==> src/rtl/rv32m_muldiv_unit_if.sv <==
// ---------------------------------------------------------------------------
// rv32m_muldiv_unit_if
// Request/response bundle between the core (master) and the iterative RV32M
// multiply/divide unit (slave).
//   i_start     request, taken only while o_ready is high
//   i_funct3    M-extension funct3 (MUL..REMU)
//   i_rs1_data  operand A (multiplicand / dividend)
//   i_rs2_data  operand B (multiplier / divisor)
//   i_flush     abort the operation in flight
//   o_ready     unit idle
//   o_busy      operation in flight or completing (core stall)
//   o_done      one-cycle pulse, o_result valid
//   o_result    result for rd writeback, held until the next completion
// ---------------------------------------------------------------------------
interface rv32m_muldiv_unit_if #(
  parameter int unsigned XLEN = 32
);
  logic            i_start;
  logic [2:0]      i_funct3;
  logic [XLEN-1:0] i_rs1_data;
  logic [XLEN-1:0] i_rs2_data;
  logic            i_flush;
  logic            o_ready;
  logic            o_busy;
  logic            o_done;
  logic [XLEN-1:0] o_result;

  modport master (
    output i_start, i_funct3, i_rs1_data, i_rs2_data, i_flush,
    input  o_ready, o_busy, o_done, o_result
  );

  modport slave (
    input  i_start, i_funct3, i_rs1_data, i_rs2_data, i_flush,
    output o_ready, o_busy, o_done, o_result
  );
endinterface

==> src/rtl/rv32m_muldiv_unit.sv <==
// ---------------------------------------------------------------------------
// rv32m_muldiv_unit
// Iterative RV32M multiply/divide unit. Operands are converted to magnitudes
// on acceptance, then a shift-add multiplier and a restoring divider each
// retire one bit per cycle for XLEN cycles. The sign-corrected result is
// registered on the last iteration and flagged by a one-cycle o_done pulse.
// Divide-by-zero and signed overflow resolve immediately on acceptance.
//   i_clk   clock, rising edge
//   i_rst   asynchronous, active-high reset
//   bus     rv32m_muldiv_unit_if slave modport (request / response)
// ---------------------------------------------------------------------------
module rv32m_muldiv_unit #(
  parameter int unsigned XLEN  = 32,
  parameter int unsigned CNT_W = 6
) (
  input logic                i_clk,
  input logic                i_rst,
  rv32m_muldiv_unit_if.slave bus
);

  localparam logic [1:0] StIdle = 2'd0;
  localparam logic [1:0] StCalc = 2'd1;
  localparam logic [1:0] StDone = 2'd2;

  localparam logic [XLEN-1:0] MinNeg  = {1'b1, {(XLEN-1){1'b0}}};
  localparam logic [XLEN-1:0] AllOnes = {XLEN{1'b1}};
  localparam logic [CNT_W-1:0] LastCnt = CNT_W'(XLEN - 1);

  logic [1:0]        state_q, state_d;
  logic [CNT_W-1:0]  cnt_q, cnt_d;
  logic [2:0]        funct3_q, funct3_d;
  logic [XLEN-1:0]   a_q, a_d;       // multiplicand magnitude
  logic [XLEN-1:0]   b_q, b_d;       // divisor magnitude
  logic [2*XLEN-1:0] prod_q, prod_d; // upper: partial sum, lower: multiplier bits left
  logic [XLEN-1:0]   rem_q, rem_d;
  logic [XLEN-1:0]   quo_q, quo_d;   // dividend bits shift out as quotient bits shift in
  logic              neg_q, neg_d;   // negate product / quotient
  logic              rem_neg_q, rem_neg_d;
  logic [XLEN-1:0]   result_q, result_d;

  // ---------------------------------------------------------------------
  // Acceptance-time decode
  // ---------------------------------------------------------------------
  logic [2:0]      f3_in;
  logic            sign_a_en, sign_b_en;
  logic            a_neg, b_neg;
  logic [XLEN-1:0] a_abs, b_abs;
  logic            is_div_in, div_zero, div_ovf, special;
  logic [XLEN-1:0] special_res;

  assign f3_in     = bus.i_funct3;
  assign sign_a_en = (f3_in == 3'd1) || (f3_in == 3'd2) || (f3_in == 3'd4) || (f3_in == 3'd6);
  assign sign_b_en = (f3_in == 3'd1) || (f3_in == 3'd4) || (f3_in == 3'd6);
  assign a_neg     = sign_a_en && bus.i_rs1_data[XLEN-1];
  assign b_neg     = sign_b_en && bus.i_rs2_data[XLEN-1];
  assign a_abs     = a_neg ? (-bus.i_rs1_data) : bus.i_rs1_data;
  assign b_abs     = b_neg ? (-bus.i_rs2_data) : bus.i_rs2_data;

  assign is_div_in = f3_in[2];
  assign div_zero  = is_div_in && (bus.i_rs2_data == '0);
  // Only signed DIV/REM (funct3[0] == 0) can overflow.
  assign div_ovf   = is_div_in && !f3_in[0] && (bus.i_rs1_data == MinNeg) &&
                     (bus.i_rs2_data == AllOnes);
  assign special   = div_zero || div_ovf;

  always_comb begin
    if (div_zero) begin
      special_res = f3_in[1] ? bus.i_rs1_data : AllOnes;
    end else begin
      special_res = f3_in[1] ? '0 : bus.i_rs1_data;
    end
  end

  // ---------------------------------------------------------------------
  // One iteration of each datapath
  // ---------------------------------------------------------------------
  logic [XLEN:0]     mul_sum;
  logic [2*XLEN-1:0] mul_next;
  logic [XLEN:0]     div_shift;  // XLEN+1-bit partial remainder
  logic              div_ok;
  logic [XLEN-1:0]   div_diff;
  logic [XLEN-1:0]   rem_next, quo_next;

  assign mul_sum  = {1'b0, prod_q[2*XLEN-1:XLEN]} + {1'b0, a_q};
  assign mul_next = prod_q[0] ? {mul_sum, prod_q[XLEN-1:1]} : {1'b0, prod_q[2*XLEN-1:1]};

  assign div_shift = {rem_q, quo_q[XLEN-1]};
  assign div_ok    = (div_shift >= {1'b0, b_q});
  // The difference is below b_q whenever it is kept, so XLEN bits suffice.
  assign div_diff  = div_shift[XLEN-1:0] - b_q;
  assign rem_next  = div_ok ? div_diff : div_shift[XLEN-1:0];
  assign quo_next  = {quo_q[XLEN-2:0], div_ok};

  // Sign-corrected result from the final iteration values.
  logic [2*XLEN-1:0] prod_fix;
  logic [XLEN-1:0]   quo_fix, rem_fix, calc_res;

  assign prod_fix = neg_q ? (-mul_next) : mul_next;
  assign quo_fix  = neg_q ? (-quo_next) : quo_next;
  assign rem_fix  = rem_neg_q ? (-rem_next) : rem_next;

  always_comb begin
    if (funct3_q[2]) begin
      calc_res = funct3_q[1] ? rem_fix : quo_fix;
    end else if (funct3_q[1:0] == 2'd0) begin
      calc_res = prod_fix[XLEN-1:0];
    end else begin
      calc_res = prod_fix[2*XLEN-1:XLEN];
    end
  end

  // ---------------------------------------------------------------------
  // Next-state logic
  // ---------------------------------------------------------------------
  always_comb begin
    state_d   = state_q;
    cnt_d     = cnt_q;
    funct3_d  = funct3_q;
    a_d       = a_q;
    b_d       = b_q;
    prod_d    = prod_q;
    rem_d     = rem_q;
    quo_d     = quo_q;
    neg_d     = neg_q;
    rem_neg_d = rem_neg_q;
    result_d  = result_q;

    unique case (state_q)
      StIdle: begin
        // Flush wins over a simultaneous request.
        if (bus.i_start && !bus.i_flush) begin
          funct3_d  = f3_in;
          a_d       = a_abs;
          b_d       = b_abs;
          prod_d    = {{XLEN{1'b0}}, b_abs};
          rem_d     = '0;
          quo_d     = a_abs;
          neg_d     = a_neg ^ b_neg;
          rem_neg_d = a_neg;
          cnt_d     = '0;
          if (special) begin
            result_d = special_res;
            state_d  = StDone;
          end else begin
            state_d  = StCalc;
          end
        end
      end

      StCalc: begin
        if (bus.i_flush) begin
          state_d = StIdle;
        end else begin
          prod_d = mul_next;
          rem_d  = rem_next;
          quo_d  = quo_next;
          cnt_d  = cnt_q + 1'b1;
          if (cnt_q == LastCnt) begin
            result_d = calc_res;
            state_d  = StDone;
          end
        end
      end

      StDone: begin
        state_d = StIdle;
      end

      default: begin
        state_d = StIdle;
      end
    endcase
  end

  always_ff @(posedge i_clk or posedge i_rst) begin
    if (i_rst) begin
      state_q   <= StIdle;
      cnt_q     <= '0;
      funct3_q  <= '0;
      a_q       <= '0;
      b_q       <= '0;
      prod_q    <= '0;
      rem_q     <= '0;
      quo_q     <= '0;
      neg_q     <= 1'b0;
      rem_neg_q <= 1'b0;
      result_q  <= '0;
    end else begin
      state_q   <= state_d;
      cnt_q     <= cnt_d;
      funct3_q  <= funct3_d;
      a_q       <= a_d;
      b_q       <= b_d;
      prod_q    <= prod_d;
      rem_q     <= rem_d;
      quo_q     <= quo_d;
      neg_q     <= neg_d;
      rem_neg_q <= rem_neg_d;
      result_q  <= result_d;
    end
  end

  assign bus.o_ready  = (state_q == StIdle);
  assign bus.o_busy   = (state_q == StCalc) || (state_q == StDone);
  assign bus.o_done   = (state_q == StDone);
  assign bus.o_result = result_q;

endmodule

==> src/flat_wrapper.sv <==
// flat-port wrapper written by rule: the top's interface ports become plain ports
module rv32m_muldiv_unit_flat 
#(
  parameter int unsigned XLEN  = 32,
  parameter int unsigned CNT_W = 6
)
  (i_clk, i_rst, bus_i_start, bus_i_funct3, bus_i_rs1_data, bus_i_rs2_data, bus_i_flush, bus_o_ready, bus_o_busy, bus_o_done, bus_o_result);
  rv32m_muldiv_unit_if #(.XLEN(XLEN)) bus_i ();
  input logic i_clk;
  input logic i_rst;
  input wire logic [$bits(bus_i.i_start)-1:0] bus_i_start;
  input wire logic [$bits(bus_i.i_funct3)-1:0] bus_i_funct3;
  input wire logic [$bits(bus_i.i_rs1_data)-1:0] bus_i_rs1_data;
  input wire logic [$bits(bus_i.i_rs2_data)-1:0] bus_i_rs2_data;
  input wire logic [$bits(bus_i.i_flush)-1:0] bus_i_flush;
  output wire logic [$bits(bus_i.o_ready)-1:0] bus_o_ready;
  output wire logic [$bits(bus_i.o_busy)-1:0] bus_o_busy;
  output wire logic [$bits(bus_i.o_done)-1:0] bus_o_done;
  output wire logic [$bits(bus_i.o_result)-1:0] bus_o_result;
  assign bus_i.i_start = bus_i_start;
  assign bus_i.i_funct3 = bus_i_funct3;
  assign bus_i.i_rs1_data = bus_i_rs1_data;
  assign bus_i.i_rs2_data = bus_i_rs2_data;
  assign bus_i.i_flush = bus_i_flush;
  assign bus_o_ready = bus_i.o_ready;
  assign bus_o_busy = bus_i.o_busy;
  assign bus_o_done = bus_i.o_done;
  assign bus_o_result = bus_i.o_result;
  rv32m_muldiv_unit #(.XLEN(XLEN), .CNT_W(CNT_W)) u_core (.i_clk(i_clk), .i_rst(i_rst), .bus(bus_i));
endmodule
==> config.mk <==
export PLATFORM = sky130hd
export DESIGN_NAME = rv32m_muldiv_unit_flat
export DESIGN_NICKNAME = d
export VERILOG_FILES = /design/src/rtl/rv32m_muldiv_unit_if.sv /design/src/rtl/rv32m_muldiv_unit.sv /design/src/flat_wrapper.sv
export SDC_FILE = /design/constraint.sdc
export NUM_CORES = 1
export LEC_CHECK = 0
export CAP_MARGIN = 10
export CELL_PAD_IN_SITES_DETAIL_PLACEMENT = 0
export CELL_PAD_IN_SITES_GLOBAL_PLACEMENT = 1
export CORE_MARGIN = 3
export CORE_UTILIZATION = 47
export CTS_BUF_LIST = sky130_fd_sc_hd__clkbuf_4 sky130_fd_sc_hd__clkbuf_8 sky130_fd_sc_hd__clkbuf_16
export DETAILED_ROUTE_END_ITERATION = 16
export PLACE_DENSITY = 0.92
export SLEW_MARGIN = 20
export SYNTH_ARGS = -nofsm -noshare
export SYNTH_HDL_FRONTEND = slang
export SYNTH_SLANG_ARGS = --single-unit
==> constraint.sdc <==
create_clock -name i_clk -period 9.9 [get_ports i_clk]
set_input_delay 1.485 -clock i_clk [delete_from_list [all_inputs] [get_ports i_clk]]
set_output_delay 1.485 -clock i_clk [all_outputs]
set_load 0.01 [all_outputs]
==> impl_metrics.toml <==
[synthesis]
ys_seq_area_frac = 0.2878
async_flop_share = 1.000
avgSynthCellArea_um2 = 7.814
netlist_instances = 2637
yosysTopAreaCell = "dfrtp_1"
synth_area_leaders = "dfrtp_1, o21ai_0, nand2_1"
synth_seq_cells = 237
yosysTopAreaCellShare = 0.2878
synth.distinct_cells = 92
synth-edff-count = 0
synth-main-ff-cell = "dfrtp_1"
synth_warnings = 0
synth_area_um2 = 20600
synth_nets = 2784

[outcome]
status = "finished clean"

[worst_setup_path]
timing.rr.start = "u_core.rem_q[17]$_DFFE_PP0P_"
worstSetupPathType = "reg -> reg"
cp.arrival_ns = 7.03
cp-end-kind = "register"
required_ns = 10.34
worstPathMaxFanout = 14
cp-start-kind = "register"
crit_start = "u_core.rem_q[17]$_DFFE_PP0P_"

[timing]
slew_headroom = 0.2698
fin_skew_ns = 0.01492
fin_setup_tns_ns = 0
hold_viol_final = 0
timing.final.crit_period_ns = 6.582
tightest_slew_ns = 1.087
maxSlewViolCount = 0
min_period_over_period = 0.6648
setup_viol = 0
setup_slack_ns = 3.318
fmax_ghz = 0.1519
rsz0062_at_grt = "no"

[floorplanning]
rows = 76
die_y_um = 215.4
die_area_um2 = 46390
core_um2 = 43170
die-width_um = 215.4
initial_core_util = 0.4773
num_io_pins = 106

[power]
clkPwrFrac = 0.134
p_per_area_nw_per_um2 = 381.7
sw_frac_of_total = 0.5353
p_comb_frac = 0.652
p_seq_frac = 0.215
ir_worst_vdd_uv = 183.0
p_leak_nw = 9.608
p_int_w = 0.004083
p_sw_w = 0.004703

[grt]
grt.total_usage = 0.3383
grt_antenna_before_repair = 5
grt_max_degree = 97
overflow = 0
grt_pass1_wl_um = 124100
grt_pass1_vias = 20080

[clock_tree]
insertion_delay_ns = 0.59
hold_buffers = 0
h-tree-depth = 1
cts_tree = "yes"
numCtsBuffers = 29
clock-sinks = 237
clk_path_buf_depth = 3
postCtsSetupBuffers = 0
clk_pin_slew_ns = 0.06
root_buffer = "clkbuf_16"
cts_resized = 0

[routing]
vias_per_cell = 6.656
wl_per_cell_um = 25.03
drtAntennaViolNets = 0
wl_um = 81060
dr.pass1.iters = 7
vias = 21560
drc = 0
drtIter0Drc = 2393

[placed_design]
dpl.hpwl_um = 60710
port_buffers = 105
gp_congestion = 0.9925
place_ws_ns = 3.575

[hold_path]
holdCritStartpoint = "u_core.b_q[17]$_DFFE_PP0P_"
min-delay-path-class = "reg -> reg"

[finish]
final_cell_mix = "nand2_1, o21ai_0, dfrtp_1"
drive_above_1_share = 0.05202
num-nets-final = 2778
layout_commonest_cell = "nand2_1"
area_growth_pct = 11.73

[job]
maxCapViolCount = 0
## per-layer routing
layer	track usage	vias to the layer above	share of wire
met1	0.4749	10470	0.43
met4	0.1055	2	0.038
met5	0	-	0.00016
met2	0.5245	1106	0.44
li1	-	9787	-
met3	0.07181	199	0.092
## path summary, 6_finish.rpt
path                                                  endpoint  slack [ns]  depth (start not counted)
max reg2reg                u_core.bus.o_result[26]$_DFFE_PP0P_        3.32                         19
max                        u_core.bus.o_result[26]$_DFFE_PP0P_        3.32                         19
max in group asynchronous         u_core.prod_q[0]$_DFFE_PP0P_        6.95                          3
min in group asynchronous         u_core.quo_q[27]$_DFFE_PP0P_        1.45                          2
min reg2reg                         u_core.b_q[17]$_DFFE_PP0P_        0.48                          2
min                                 u_core.b_q[17]$_DFFE_PP0P_        0.48                          2
## through the flow
step / total power (W) / utilization / std cells / hold WS [ns] / cell area, um2
finish: 0.008786 / 0.5332 / 3239 / 0.4750 / 23020
global route: 0.009349 / 0.5332 / 3238 / 0.5017 / 23020
floorplan: 0.005610 / - / 2637 / 0.4498 / 20600
global placement: 0.007346 / 0.5096 / 3185 / 0.4615 / 22000
detailed placement: 0.007416 / 0.5096 / 3185 / 0.4700 / 22000
CTS: 0.008618 / 0.5332 / 3238 / 0.4844 / 23020
## area by class of cell
type / instances / area, um2
Sequential cell: 237 / 5933
Inverter: 73 / 281.5
Multi-Input combinational cell: 2156 / 13780
Timing Repair Buffer: 134 / 1269
Fill cell: 4285 / 20150
Clock buffer: 40 / 845.8
Antenna cell: 1 / 2.502
Clock inverter: 13 / 173.9
Tap cell: 585 / 732.0
## power groups by stage
| stage | combinational (W) | clock [W] | sequential [W] |
|---|---|---|---|
| finish | 0.00573 | 0.00117 | 0.00189 |
| global route | 0.00621 | 0.00121 | 0.00193 |
| CTS | 0.00557 | 0.00118 | 0.00187 |
| detailed placement | 0.00554 | 0 | 0.00188 |
| global placement | 0.00548 | 0 | 0.00186 |
| floorplan | 0.00390 | 0 | 0.00171 |
## flip-flops by register name (all words and copies together) (netlist names)
register / count
u_core.a_q: 32
u_core.b_q: 32
u_core.bus.o_result: 32
u_core.cnt_q: 6
u_core.funct3_q: 3
u_core.neg_q: 1
u_core.prod_q: 64
u_core.quo_q: 32
u_core.rem_neg_q: 1
u_core.rem_q: 32
u_core.state_q: 2
## cell usage after synthesis, types with 8 or more instances
master	n
nand2_1	306
o21ai_0	299
dfrtp_1	237
a21oi_1	166
nor2_1	151
clkbuf_1	149
xnor2_1	102
nand3_1	91
xor2_1	87
ha_1	74
inv_1	72
nor3_1	72
a21o_1	52
o31ai_1	49
or3_1	43
o211ai_1	39
a31oi_1	36
a22oi_1	35
nand4_1	35
a211oi_1	33
nor4_1	33
o211a_1	31
or4_1	29
nand2b_1	28
mux2i_1	27
o21a_1	25
maj3_1	24
and3_1	21
a211o_1	20
buf_1	20
o41ai_1	19
and2_1	14
or2_2	13
nor2b_1	11
o22ai_1	11
a221oi_1	10
and4_1	10
mux2_2	10
nand3b_1	8
o21ai_1	8
## critical path, cell delays in order (launching register included)
cell	delay [ns]
dfrtp_1	0.47
ha_1	0.45
a21oi_1	0.29
o21bai_1	0.15
a211o_1	0.36
a211oi_2	0.65
nand2_2	0.38
inv_2	0.15
mux2i_1	0.29
ha_1	0.27
nand2_1	0.07
a21oi_1	0.12
nand3_1	0.19
nor4_1	0.48
a41oi_1	0.29
or3_1	0.44
or3_1	0.43
or4_1	0.53
a31oi_1	0.28
o31ai_1	0.12
## cell families (layout without fill, tap and decap cells)
family,after synthesis,after routing,share of synthesized area
AO/OA/AOI/OAI,929,929,0.2933
AND/OR/NAND/NOR,901,901,0.2165
buffers and inverters,244,260,0.04487
flip-flops,237,237,0.2878
XOR/XNOR,189,189,0.08034
adder cells (fa/ha/maj),100,100,0.05854
multiplexers,37,37,0.01858
other,0,1,0
No activity file was read; power rests on OpenSTA's default activity.
